File: src/rtl/parking_lot_occupancy_if.sv
// Sensor inputs and occupancy/status outputs of the parking lot tracker.
//   master: drives outer/inner beams and clear, observes status
//   slave : the tracker itself
//   outer, inner  per-gate beams (1 = blocked)
//   clear         synchronous counter clear
//   count         occupancy, full/empty decodes
//   enter_pulse, exit_pulse  per-gate completed-event pulses
//   overflow, underflow      clamp indications
interface parking_lot_occupancy_if #(
  parameter int unsigned NUM_GATES = 2,
  parameter int unsigned CW        = 5
);
  logic [NUM_GATES-1:0] outer;
  logic [NUM_GATES-1:0] inner;
  logic                 clear;
  logic [CW-1:0]        count;
  logic                 full;
  logic                 empty;
  logic [NUM_GATES-1:0] enter_pulse;
  logic [NUM_GATES-1:0] exit_pulse;
  logic                 overflow;
  logic                 underflow;

  modport master (
    output outer, inner, clear,
    input  count, full, empty, enter_pulse, exit_pulse, overflow, underflow
  );

  modport slave (
    input  outer, inner, clear,
    output count, full, empty, enter_pulse, exit_pulse, overflow, underflow
  );
endinterface

File: src/rtl/parking_lot_occupancy.sv
// Multi-gate parking lot occupancy tracker.
// Each gate decodes complete enter/exit beam sequences with its own FSM;
// a shared saturating counter tracks occupancy against CAPACITY.
// Ports:
//   clk    system clock, rising edge
//   reset  asynchronous active-high reset
//   lot    sensor inputs / status outputs (see parking_lot_occupancy_if)
module parking_lot_occupancy #(
  parameter int unsigned NUM_GATES = 2,
  parameter int unsigned CAPACITY  = 16
) (
  input  logic                    clk,
  input  logic                    reset,
  parking_lot_occupancy_if.slave  lot
);

  localparam int unsigned CW = $clog2(CAPACITY + 1);
  localparam int unsigned GW = $clog2(NUM_GATES + 1);
  localparam int unsigned SW = CW + $clog2(NUM_GATES) + 2;
  localparam logic signed [SW-1:0] CAP_S = SW'(CAPACITY);

  typedef enum logic [2:0] {
    SYNC = 3'd0,
    IDLE = 3'd1,
    E1   = 3'd2,
    E2   = 3'd3,
    E3   = 3'd4,
    X1   = 3'd5,
    X2   = 3'd6,
    X3   = 3'd7
  } gate_state_t;

  gate_state_t          state_q [NUM_GATES];
  gate_state_t          state_d [NUM_GATES];
  logic [1:0]           sens    [NUM_GATES];
  logic [NUM_GATES-1:0] enter_evt_c;
  logic [NUM_GATES-1:0] exit_evt_c;

  logic [GW-1:0]        e_cnt;
  logic [GW-1:0]        x_cnt;
  logic signed [SW-1:0] next_v;
  logic [CW-1:0]        count_q, count_d;
  logic                 overflow_q, overflow_d;
  logic                 underflow_q, underflow_d;
  logic [NUM_GATES-1:0] enter_q, exit_q;

  // Per-gate sensor code {outer, inner}
  always_comb begin
    for (int g = 0; g < int'(NUM_GATES); g++) begin
      sens[g] = {lot.outer[g], lot.inner[g]};
    end
  end

  // Gate FSM state registers
  always_ff @(posedge clk or posedge reset) begin
    if (reset) begin
      for (int g = 0; g < int'(NUM_GATES); g++) state_q[g] <= SYNC;
    end else begin
      for (int g = 0; g < int'(NUM_GATES); g++) state_q[g] <= state_d[g];
    end
  end

  // Gate FSM next-state; X states mirror E states with outer/inner swapped
  always_comb begin
    for (int g = 0; g < int'(NUM_GATES); g++) begin
      state_d[g] = state_q[g];
      case (state_q[g])
        SYNC: if (sens[g] == 2'b00) state_d[g] = IDLE;
        IDLE: begin
          if (sens[g] == 2'b10)      state_d[g] = E1;
          else if (sens[g] == 2'b01) state_d[g] = X1;
        end
        E1: begin
          if (sens[g] == 2'b11)      state_d[g] = E2;
          else if (sens[g] != 2'b10) state_d[g] = IDLE;
        end
        E2: begin
          if (sens[g] == 2'b01)      state_d[g] = E3;
          else if (sens[g] == 2'b10) state_d[g] = E1;
          else if (sens[g] == 2'b00) state_d[g] = IDLE;
        end
        E3: begin
          if (sens[g] == 2'b11)      state_d[g] = E2;
          else if (sens[g] != 2'b01) state_d[g] = IDLE;
        end
        X1: begin
          if (sens[g] == 2'b11)      state_d[g] = X2;
          else if (sens[g] != 2'b01) state_d[g] = IDLE;
        end
        X2: begin
          if (sens[g] == 2'b10)      state_d[g] = X3;
          else if (sens[g] == 2'b01) state_d[g] = X1;
          else if (sens[g] == 2'b00) state_d[g] = IDLE;
        end
        X3: begin
          if (sens[g] == 2'b11)      state_d[g] = X2;
          else if (sens[g] != 2'b10) state_d[g] = IDLE;
        end
        default: state_d[g] = SYNC;
      endcase
    end
  end

  // Gate FSM outputs: an event is the final all-clear after the third step
  always_comb begin
    enter_evt_c = '0;
    exit_evt_c  = '0;
    for (int g = 0; g < int'(NUM_GATES); g++) begin
      enter_evt_c[g] = (state_q[g] == E3) && (sens[g] == 2'b00);
      exit_evt_c[g]  = (state_q[g] == X3) && (sens[g] == 2'b00);
    end
  end

  // Saturating occupancy update; equal enters and exits cancel exactly
  always_comb begin
    e_cnt = '0;
    x_cnt = '0;
    for (int g = 0; g < int'(NUM_GATES); g++) begin
      e_cnt = e_cnt + GW'(enter_evt_c[g]);
      x_cnt = x_cnt + GW'(exit_evt_c[g]);
    end
    next_v      = SW'(count_q) + SW'(e_cnt) - SW'(x_cnt);
    count_d     = count_q;
    overflow_d  = 1'b0;
    underflow_d = 1'b0;
    if (lot.clear) begin
      count_d = '0;
    end else if (next_v > CAP_S) begin
      count_d    = CW'(CAPACITY);
      overflow_d = 1'b1;
    end else if (next_v[SW-1]) begin
      count_d     = '0;
      underflow_d = 1'b1;
    end else begin
      count_d = CW'(next_v);
    end
  end

  // Counter and pulse registers
  always_ff @(posedge clk or posedge reset) begin
    if (reset) begin
      count_q     <= '0;
      overflow_q  <= 1'b0;
      underflow_q <= 1'b0;
      enter_q     <= '0;
      exit_q      <= '0;
    end else begin
      count_q     <= count_d;
      overflow_q  <= overflow_d;
      underflow_q <= underflow_d;
      enter_q     <= enter_evt_c;
      exit_q      <= exit_evt_c;
    end
  end

  assign lot.count       = count_q;
  assign lot.full        = (count_q == CW'(CAPACITY));
  assign lot.empty       = (count_q == '0);
  assign lot.enter_pulse = enter_q;
  assign lot.exit_pulse  = exit_q;
  assign lot.overflow    = overflow_q;
  assign lot.underflow   = underflow_q;

endmodule

File: src/flat_wrapper.sv
// flat-port wrapper written by rule: the top's interface ports become plain ports
module parking_lot_occupancy_flat 
#(
  parameter int unsigned NUM_GATES = 2,
  parameter int unsigned CAPACITY  = 16
)
  (clk, reset, lot_outer, lot_inner, lot_clear, lot_count, lot_full, lot_empty, lot_enter_pulse, lot_exit_pulse, lot_overflow, lot_underflow);
  parking_lot_occupancy_if #(.NUM_GATES(NUM_GATES), .CW(($clog2((16) + 1)))) lot_i ();
  input  logic clk;
  input  logic reset;
  input wire logic [$bits(lot_i.outer)-1:0] lot_outer;
  input wire logic [$bits(lot_i.inner)-1:0] lot_inner;
  input wire logic [$bits(lot_i.clear)-1:0] lot_clear;
  output wire logic [$bits(lot_i.count)-1:0] lot_count;
  output wire logic [$bits(lot_i.full)-1:0] lot_full;
  output wire logic [$bits(lot_i.empty)-1:0] lot_empty;
  output wire logic [$bits(lot_i.enter_pulse)-1:0] lot_enter_pulse;
  output wire logic [$bits(lot_i.exit_pulse)-1:0] lot_exit_pulse;
  output wire logic [$bits(lot_i.overflow)-1:0] lot_overflow;
  output wire logic [$bits(lot_i.underflow)-1:0] lot_underflow;
  assign lot_i.outer = lot_outer;
  assign lot_i.inner = lot_inner;
  assign lot_i.clear = lot_clear;
  assign lot_count = lot_i.count;
  assign lot_full = lot_i.full;
  assign lot_empty = lot_i.empty;
  assign lot_enter_pulse = lot_i.enter_pulse;
  assign lot_exit_pulse = lot_i.exit_pulse;
  assign lot_overflow = lot_i.overflow;
  assign lot_underflow = lot_i.underflow;
  parking_lot_occupancy #(.NUM_GATES(NUM_GATES), .CAPACITY(CAPACITY)) u_core (.clk(clk), .reset(reset), .lot(lot_i));
endmodule
File: config.mk
export PLATFORM = sky130hd
export DESIGN_NAME = parking_lot_occupancy_flat
export DESIGN_NICKNAME = d
export VERILOG_FILES = /design/src/rtl/parking_lot_occupancy_if.sv /design/src/rtl/parking_lot_occupancy.sv /design/src/flat_wrapper.sv
export SDC_FILE = /design/constraint.sdc
export NUM_CORES = 1
export LEC_CHECK = 0
export BUFFER_PORTS_ARGS = -buffer_cell sky130_fd_sc_hd__buf_2
export CELL_PAD_IN_SITES_DETAIL_PLACEMENT = 1
export CELL_PAD_IN_SITES_GLOBAL_PLACEMENT = 1
export CORE_MARGIN = 3
export CORE_UTILIZATION = 35
export CTS_BUF_LIST = sky130_fd_sc_hd__clkbuf_2
export DETAILED_ROUTE_END_ITERATION = 7
export PLACE_DENSITY = 0.67
export SETUP_SLACK_MARGIN = 0.05
export SYNTH_ARGS = -nofsm -noshare
export SYNTH_HDL_FRONTEND = slang
export SYNTH_SLANG_ARGS = --single-unit
File: constraint.sdc
create_clock -name clk -period 9.9 [get_ports clk]
set_input_delay 0.495 -clock clk [delete_from_list [all_inputs] [get_ports clk]]
set_output_delay 0.495 -clock clk [all_outputs]
set_load 0.005 [all_outputs]
# Word level (Yosys, flattened, before mapping)
# Cells that the tools add are included.
# op_classes
addsub	4
order_cmp	1
n_eq_ne	27
n_mux	36
reduce_logical	9
# ops
cell	n
$mux 3	26
$pmux 3 s8	2
$eq 3x3->1 const B	8
$mux 5	3
$eq 3x2->1 const B	4
$eq 2x2->1 const B	4
$gt 8x6->1 const B	1
$sub 8x2->8	1
$add 5x2->6	1
$eq 3x1->1 const B	2
$logic_not 3->1	2
$ne 3x1->1 const B	2
$eq 5x5->1 const B	1
$logic_not 5->1	1
$mux 1	5
$add 1x1->2	2
$eq 2x1->1 const B	2
$logic_and 1x1->1	4
$logic_not 2->1	2
$ne 2x1->1 const B	2
$ne 2x2->1 const B	2
# totals
register_bits	17
in_bits	7
output_inout_bits	13
word_cells	84

# Depth between registers and ports, before layout
# Gate-level depths: netlist of the first run.
# logic_depth
word_depth	8
depth_mapped	12
ltp_nobuf	11

# Worst setup path after synthesis of the first run
# No wires, ideal clock.
# synth_timing
path_kind	input -> register
start	input port lot_outer[0]
end	register u_core.count_q[3] (netlist: u_core.lot.count[3])
arrival_time_ns	3.187
setup_slack_ns	6.592
path_stages	9
path_cell_list	nand2b_1 -> or4_1 -> fa_1 -> fa_1 -> ha_1 -> nor4b_1 -> a41oi_1 -> o211a_1 -> and4bb_2
# synth_between
elab_chain_len	8
word_cells_on_any_way	11
cone_classes	add/sub (4); order compare (1); mux (3); reduce/logical (3)
# synth_rtl
element	line_no	text
from (decl)	flat_wrapper.sv:11	input wire logic [$bits(lot_i.outer)-1:0] lot_outer;
$logic_not 2->1 (*)	parking_lot_occupancy.sv:109, parking_lot_occupancy.sv:110	
$logic_and 1x1->1	parking_lot_occupancy.sv:109	enter_evt_c[g] = (state_q[g] == E3) && (sens[g] == 2'b00);
$add 1x1->2	parking_lot_occupancy.sv:119	e_cnt = e_cnt + GW'(enter_evt_c[g]);
$add 5x2->6	parking_lot_occupancy.sv:122	next_v = SW'(count_q) + SW'(e_cnt) - SW'(x_cnt);
$sub 8x2->8 (*)	parking_lot_occupancy.sv:122	
$gt 8x6->1 or $mux 5 (tied branches)	parking_lot_occupancy.sv:128, parking_lot_occupancy.sv:131	
$mux 5 (*)	parking_lot_occupancy.sv:128	end else if (next_v > CAP_S) begin
$mux 5 (*)	parking_lot_occupancy.sv:126	if (lot.clear) begin
via u_core.count_d[3]	parking_lot_occupancy.sv:42	logic [CW-1:0] count_q, count_d;
to (signal assigned)	parking_lot_occupancy.sv:148	count_q <= count_d;
to (decl)	parking_lot_occupancy.sv:42	
# The timed path passes the listed nets; every way through them passes the cells marked *.
# A chain may end at the register's enable or synchronous reset.

# Worst setup path in the final report of the first run
# layout_timing
start	register u_core.state_q[4] in the netlist's numbering
end	register u_core.count_q[1] (netlist: u_core.lot.count[1])
# layout_between
elab_chain_len	8
word_cells_on_any_way	12
cone_classes	add/sub (4); order compare (1); eq/ne (2); mux (3); reduce/logical (2)
# layout_rtl
element	line_no	text
from (decl)	parking_lot_occupancy.sv:33	gate_state_t state_q [NUM_GATES];
$eq 3x3->1	parking_lot_occupancy.sv:109	
$logic_and 1x1->1	parking_lot_occupancy.sv:109	
$add 1x1->2	parking_lot_occupancy.sv:119	
$add 5x2->6	parking_lot_occupancy.sv:122	
$sub 8x2->8 (*)	parking_lot_occupancy.sv:122	
$gt 8x6->1 or $mux 5 (tied branches)	parking_lot_occupancy.sv:128, parking_lot_occupancy.sv:131	
$mux 5 (*)	parking_lot_occupancy.sv:128	
$mux 5 (*)	parking_lot_occupancy.sv:126	
via u_core.count_d[1]	parking_lot_occupancy.sv:42	
# Marked as above.

==> results of run 1 <==
[power breakdown]
group	switching, mW	internal, mW
clock network	0.0200	0.0107
registers	0.0123	0.0771
logic	0.0223	0.0203
[cell usage in the layout (no fill, tap or decap), types with 2 or more instances in the layout]
| cell type | n |
|---|---|
| dfrtp_1 | 17 |
| nor4_1 | 3 |
| a21oi_1 | 4 |
| nor4b_1 | 4 |
| nand3_1 | 4 |
| xnor2_1 | 4 |
| o21ai_0 | 5 |
| clkbuf_2 | 4 |
| and2_1 | 3 |
| a21boi_0 | 2 |
| nor2b_1 | 2 |
| inv_1 | 10 |
| nand2_1 | 5 |
| ha_1 | 2 |
| nor2_1 | 6 |
| a32oi_1 | 2 |
| fa_1 | 2 |
| o211ai_1 | 2 |
| buf_2 | 19 |
[area by class of cell]
cell class              instances  share of cell area
inverters                      10              0.0314
clock buffers                   4              0.0167
flip-flops and latches         17               0.356
multi-input cells              77               0.484
repair buffers                 19              0.0795
well taps                      31              0.0324
[kinds of logic after synthesis]
logic type	Yosys count
simple gates	41
compound gates	26
flops	17
buf+inv	15
xor+xnor	6
fa+ha+maj	4
[layer usage]
metal	part of all wire	global-route usage	vias to the layer above	wire length (um)
met4	0.011	0.0364	0	25
met5	0	0	-	0
met3	0.041	0.0482	4	95
li1	-	-	431	-
met2	0.49	0.231	18	1120
met1	0.46	0.181	416	1070
[critical path, delay by kind of cell (launching register included)]
family                     cells  cell delay (ns)
DFF                            1             0.47
AOI/OAI and AO/OA              2             0.56
and+or+nand+nor                3             1.14
adders and majority gates      3             1.22
[flip-flops by register name, indices dropped and copies added (netlist names)]
name / flops
u_core.state_q: 6
u_core.lot.count: 5
u_core.lot.enter_pulse: 2
u_core.lot.exit_pulse: 2
u_core.lot.overflow: 1
u_core.lot.underflow: 1
[through the flow]
| step | utilization | total power [mW] | worst slack, ns | hold WS (ns) |
|---|---|---|---|---|
| after detailed placement | 0.416 | 0.134 | 6.21 | 0.613 |
| after CTS | 0.423 | 0.167 | 6.42 | 0.279 |
| after global routing | 0.423 | 0.177 | 6.12 | 0.290 |
| after floorplan | - | 0.120 | 6.59 | 0.421 |
| final | 0.423 | 0.163 | 6.40 | 0.268 |
| after global placement | 0.416 | 0.132 | 6.34 | 0.610 |
[worst min path at each step]
stage / slack [ns] / end / cells after the start / startpoint
2_1_floorplan: 0.42 / u_core.lot.count[0]$_DFF_PP0_ / 1 / reset
3_3_place_gp: 0.61 / u_core.state_q[1]$_DFFE_PP0P_ / 2 / reset
3_5_place_dp: 0.61 / u_core.state_q[5]$_DFFE_PP0P_ / 2 / u_core.state_q[4]$_DFFE_PP0P_
4_1_cts: 0.28 / u_core.lot.count[4]$_DFF_PP0_ / 2 / reset
5_1_grt: 0.29 / u_core.lot.count[0]$_DFF_PP0_ / 2 / reset
6_report: 0.27 / u_core.lot.exit_pulse[0]$_DFF_PP0_ / 2 / reset
==> impl_metrics.ini, run 1 <==
[yosys]
yosys-top-cells-count = dfrtp_1 (17), inv_1 (10), nor2_1 (6), nand2_1 (5), o21ai_0 (5)
dominant_combinational_cell_family_by_area_after_synthesis = simple AND/OR/NAND/NOR gates
synthSimpleGateAreaFrac = 0.252
synth-seq-area-share = 0.397
post_synth_fa_ha_maj_area_fraction = 0.0607
synth.top_cells.by_area = dfrtp_1 (40%), fa_1 (3.7%), inv_1 (3.5%)
xor_xnor_cell_area_share_of_the_yosys_netlist = 0.0560
synth.ff_latch_count = 17
synthCells = 109
synth_nets = 120
netlist.area_leader.share = 0.397
synthesis.area_per_instance_sq_um = 9.84
synth-compound-area-share = 0.172
synth_warnings = 0
ys_dominant_reg_cell = dfrtp_1
cell_area_after_synthesis_sq_mm = 0.00107
synthDistinctLibCells = 47
share_of_synthesized_area_spent_on_multiplexers = 0
synth_area_leader_cell = dfrtp_1
synth_most_common_cell = dfrtp_1
synth_edf_count = 0
synth_async_sr_flop_share = 1.00

[placement]
dp_hpwl_mm = 1.83
placedCellCount = 154
gp_routability_congestion = 0.741
buffer_ports.inserted = 19
dpl-instance-area_sq_mm = 0.00118

[routing]
drt-vias-per-instance = 5.50
detailedRoute.firstIterationViolations = 22
detail_route.drc_violations = 0
detailroute.via_count = 869
route.antenna.remaining_nets = 0
wirelength_mm = 2.31
first_pass_iters = 4
drt-wirelength-per-cell_um = 14.6

[global_routing]
grt.total_usage = 0.142
grt_start_max_net_pins = 18
grt_pass1_wl_mm = 3.92
global_route.overflow_total = 0
antenna_found_initial = 0
vias_in_the_first_global_route = 834

[min_path]
hold_path_class = in2async

[timing]
setup-tns-final_ns = 0
timing.final.setup_violations = 0
layout_min_cycle_time_ns = 3.50
layout_worst_path_cycle_share = 0.354
worst_clock_skew_ns = 0.00472
maxSlewViolCount = 0
rsz0062_at_grt = false
worst_slew_pin_slew_ns = 0.648
timing_hold_violations_final = 0
slew-limit-headroom = 0.567
achievable-frequency_mhz = 285

[power]
max-vdd-ir-drop_uv = 102
cellLeakagePower_nw = 0.589
p_per_area_mw_per_mm2 = 136

[floorplanning]
start_util = 0.379
chipWidth_um = 61.4
num_io_pins = 20
floorplan_core_area_sq_mm = 0.00283
design.die.area_sq_mm = 0.00376
rows = 19
die_h_um = 61.4

[worst_setup_path]
critical_path_arrival_ns = 3.67
max_stage_delay_ns = 0.59
ff2ff_setup_slack_ns = 6.40
worstReg2RegStart = u_core.state_q[4]$_DFFE_PP0P_
critical_path.slowest_cell = or4_1
worstReg2RegEnd = u_core.lot.count[1]$_DFF_PP0_
crit_chain = or4_1 -> fa_1 -> fa_1 -> ha_1 -> nor4b_1 -> a41oi_1 -> o211ai_2 -> nor4b_1
crit_path_max_fanout = 7
critPathKind = reg2reg
timing.critical_path.required_ns = 10.06
startpoint_type = register
crit_start = u_core.state_q[4]$_DFFE_PP0P_
rr_worst_depth = 8
worst_setup_path_endpoint = u_core.lot.count[1]$_DFF_PP0_
critical_path.endpoint_type = register

[final_layout]
multi_input_area_sq_um = 579
design_area_sq_mm = 0.00120
post_route_cells_drive_above_1_share = 0.252
finish.net_count = 139
final-seq-area_sq_um = 425
area_delta_synth_final_pct = 11.6
n_antenna_cell = 0
count_of_non_filler_cells_in_the_finished_layout = 158
nFillCells = 343

[clocking]
cts.root.buffer_cell = clkbuf_2
tritoncts = yes
htree_levels = 1
worstSkewPairLatency_ns = 0.28
clock_sink_count = 17
cts_max_path_buffers = 2
numCtsBuffers = 3
cts.reportedPaths.clkPinSlew_ns = 0.15
cts.hold.buffers_added = 0
cts_repair_resize_count = 0
cts.repair_timing.setup_buffer_count = 0

[job]
timing.max_cap.violations = 0

[status]
status = completed
No activity file was read; power rests on OpenSTA's default activity.
==> run 2: changes to the inputs <==
==> constraint.sdc (replaced) <==
create_clock -name clk -period 3.4 [get_ports clk]
set_input_delay 0.17 -clock clk [delete_from_list [all_inputs] [get_ports clk]]
set_output_delay 0.17 -clock clk [all_outputs]
set_load 0.005 [all_outputs]
==> run 2 against run 1 <==
Critical path depth is the same. Largest power group unchanged. Setup slack lost 6.1 ns. Count of clock-buffer cells in the layout is the same.
==> impl_metrics.ini, run 2 (synthesis results as in run 1) <==
[worst_setup_path]
startpoint_type = register
worstReg2RegStart = u_core.state_q[3]$_DFFE_PP0P_
critical_path.endpoint_type = register
rr_worst_depth = 8
critPathKind = reg2reg
ff2ff_setup_slack_ns = 0.25
critical_path_arrival_ns = 3.34
worstReg2RegEnd = u_core.lot.count[3]$_DFF_PP0_
crit_path_max_fanout = 5
timing.critical_path.required_ns = 3.59

[final_layout]
n_antenna_cell = 0
post_route_cells_drive_above_1_share = 0.331
top_register = u_core.state_q
area_delta_synth_final_pct = 19.3
mostFrequentLayoutCell = buf_2
layout_common_cells = buf_2 (19), dfrtp_1 (17), inv_1 (10)
largest_reg_flops = 6
finish.net_count = 145
utilization_after_layout = 0.452

[placement]
detailedPlace.worstSlack_ns = 0.0264
gp_routability_congestion = 0.790
dp_hpwl_mm = 1.97
buffer_ports.inserted = 19

[global_routing]
global_route.overflow_total = 0
grt_start_max_net_pins = 18
antenna_found_initial = 0
grt.total_usage = 0.150
grt_pass1_wl_mm = 4.23
vias_in_the_first_global_route = 898

[job]
timing.max_cap.violations = 0

[clocking]
numCtsBuffers = 3
clock_sink_count = 17
htree_levels = 1
worstSkewPairLatency_ns = 0.28
cts_max_path_buffers = 2
tritoncts = yes
cts.root.buffer_cell = clkbuf_2
cts.reportedPaths.clkPinSlew_ns = 0.14

[timing]
rsz0062_at_grt = false
timing.final.setup_violations = 0
achievable-frequency_mhz = 317
maxSlewViolCount = 0
worst_clock_skew_ns = 0.00265
slew-limit-headroom = 0.556
worst_hold_slack_ns = 0.0722
layout_worst_path_cycle_share = 0.927
setup-tns-final_ns = 0
timing_hold_violations_final = 0
finalWorstSetupSlack_ns = 0.250
worst_slew_pin_slew_ns = 0.665
layout_min_cycle_time_ns = 3.15

[power]
post-layout-total-power_uw = 501
intPower_uw = 334
power_frac_comb = 0.321
power.switching_uw = 167
cellLeakagePower_nw = 0.621
p_per_area_mw_per_mm2 = 392
netSwitchingFraction = 0.333
max-vdd-ir-drop_uv = 252
seqPwrFrac = 0.503
clock_share_of_power = 0.176

[floorplanning]
design.die.area_sq_mm = 0.00376
rows = 19
die_h_um = 61.4
chipWidth_um = 61.4
start_util = 0.379
num_io_pins = 20
floorplan_core_area_sq_mm = 0.00283

[routing]
wirelength_mm = 2.55
route.antenna.remaining_nets = 0
drt-wirelength-per-cell_um = 15.6
first_pass_iters = 3
detail_route.drc_violations = 0
detailedRoute.firstIterationViolations = 29
drt-vias-per-instance = 5.54
detailroute.via_count = 909

[status]
status = completed

[min_path]
worst_hold_startpoint = lot_clear
worst_hold_path.num_cells = 2
whs_endpoint = u_core.lot.count[4]$_DFF_PP0_
hold_path_class = in2reg
==> run 2: changes by cell type in the layout (fill, tap and decap cells not counted), sizes merged <==
| cell | previous run | this run |
|---|---|---|
| buf | 19 | 24 |
| dlygate4sd3 | 0 | 1 |
==> run 2: cell type report <==
type,count,area [sq um]
fillers,340,1550
multi-input cells,77,614
flip-flops and latches,17,425
repair buffers,25,143
well taps,31,38.8
inverters,10,37.5
clock buffers,4,20.0
==> run 2: worst max path at each step <==
stage                               endpoint                     startpoint  slack [ns]  cells past startpoint
3_5_place_dp   u_core.lot.count[3]$_DFF_PP0_  u_core.state_q[3]$_DFFE_PP0P_        0.03                      8
4_1_cts        u_core.lot.count[3]$_DFF_PP0_  u_core.state_q[5]$_DFFE_PP0P_        0.07                      9
6_report       u_core.lot.count[3]$_DFF_PP0_  u_core.state_q[3]$_DFFE_PP0P_        0.25                      8
5_1_grt        u_core.lot.count[4]$_DFF_PP0_  u_core.state_q[5]$_DFFE_PP0P_        0.04                     13
3_3_place_gp   u_core.lot.count[3]$_DFF_PP0_  u_core.state_q[3]$_DFFE_PP0P_        0.12                      8
2_1_floorplan  u_core.lot.count[3]$_DFF_PP0_  u_core.state_q[3]$_DFFE_PP0P_        0.19                      8
==> run 2: critical path, stage by stage (launching register included) <==
cell,delay (ns)
dfrtp_1,0.42
or4_1,0.58
fa_2,0.47
fa_2,0.39
ha_2,0.25
nor4b_2,0.17
a41oi_2,0.23
o211a_1,0.28
and4bb_2,0.26
==> run 2: stage by stage <==
step / instances / cell area [sq um]
finish: 164 / 1280
global route: 164 / 1280
CTS: 163 / 1240
detailed placement: 156 / 1190
global placement: 156 / 1190
floorplan: 109 / 1070
==> run 2: repair_timing <==
| action | in CTS | in global routing |
|---|---|---|
| gates resized for setup | 0 | 7 |
| hold buffers | 1 | 0 |
| pin swaps | 0 | 1 |
| endpoints found under the setup margin | 4 | 6 |
| buffers inserted | 2 | 1 |
| endpoints found under the hold margin | 17 | 0 |
==> run 2: power by group through the flow <==
stage                     Combinational [mW]  Clock (mW)  Sequential (mW)
after floorplan                       0.0997           0            0.250
after global placement                 0.132           0            0.258
after detailed placement               0.138           0            0.260
after CTS                              0.151      0.0972            0.251
after global routing                   0.179       0.104            0.256
final                                  0.161      0.0882            0.252
==> run 2: layer usage <==
| metal | global-route usage | vias up | share of wire |
|---|---|---|---|
| li1 | - | 440 | - |
| met1 | 0.184 | 445 | 0.45 |
| met2 | 0.257 | 18 | 0.49 |
| met3 | 0.0398 | 6 | 0.038 |
| met4 | 0.0485 | 0 | 0.024 |
| met5 | 0 | - | 0 |
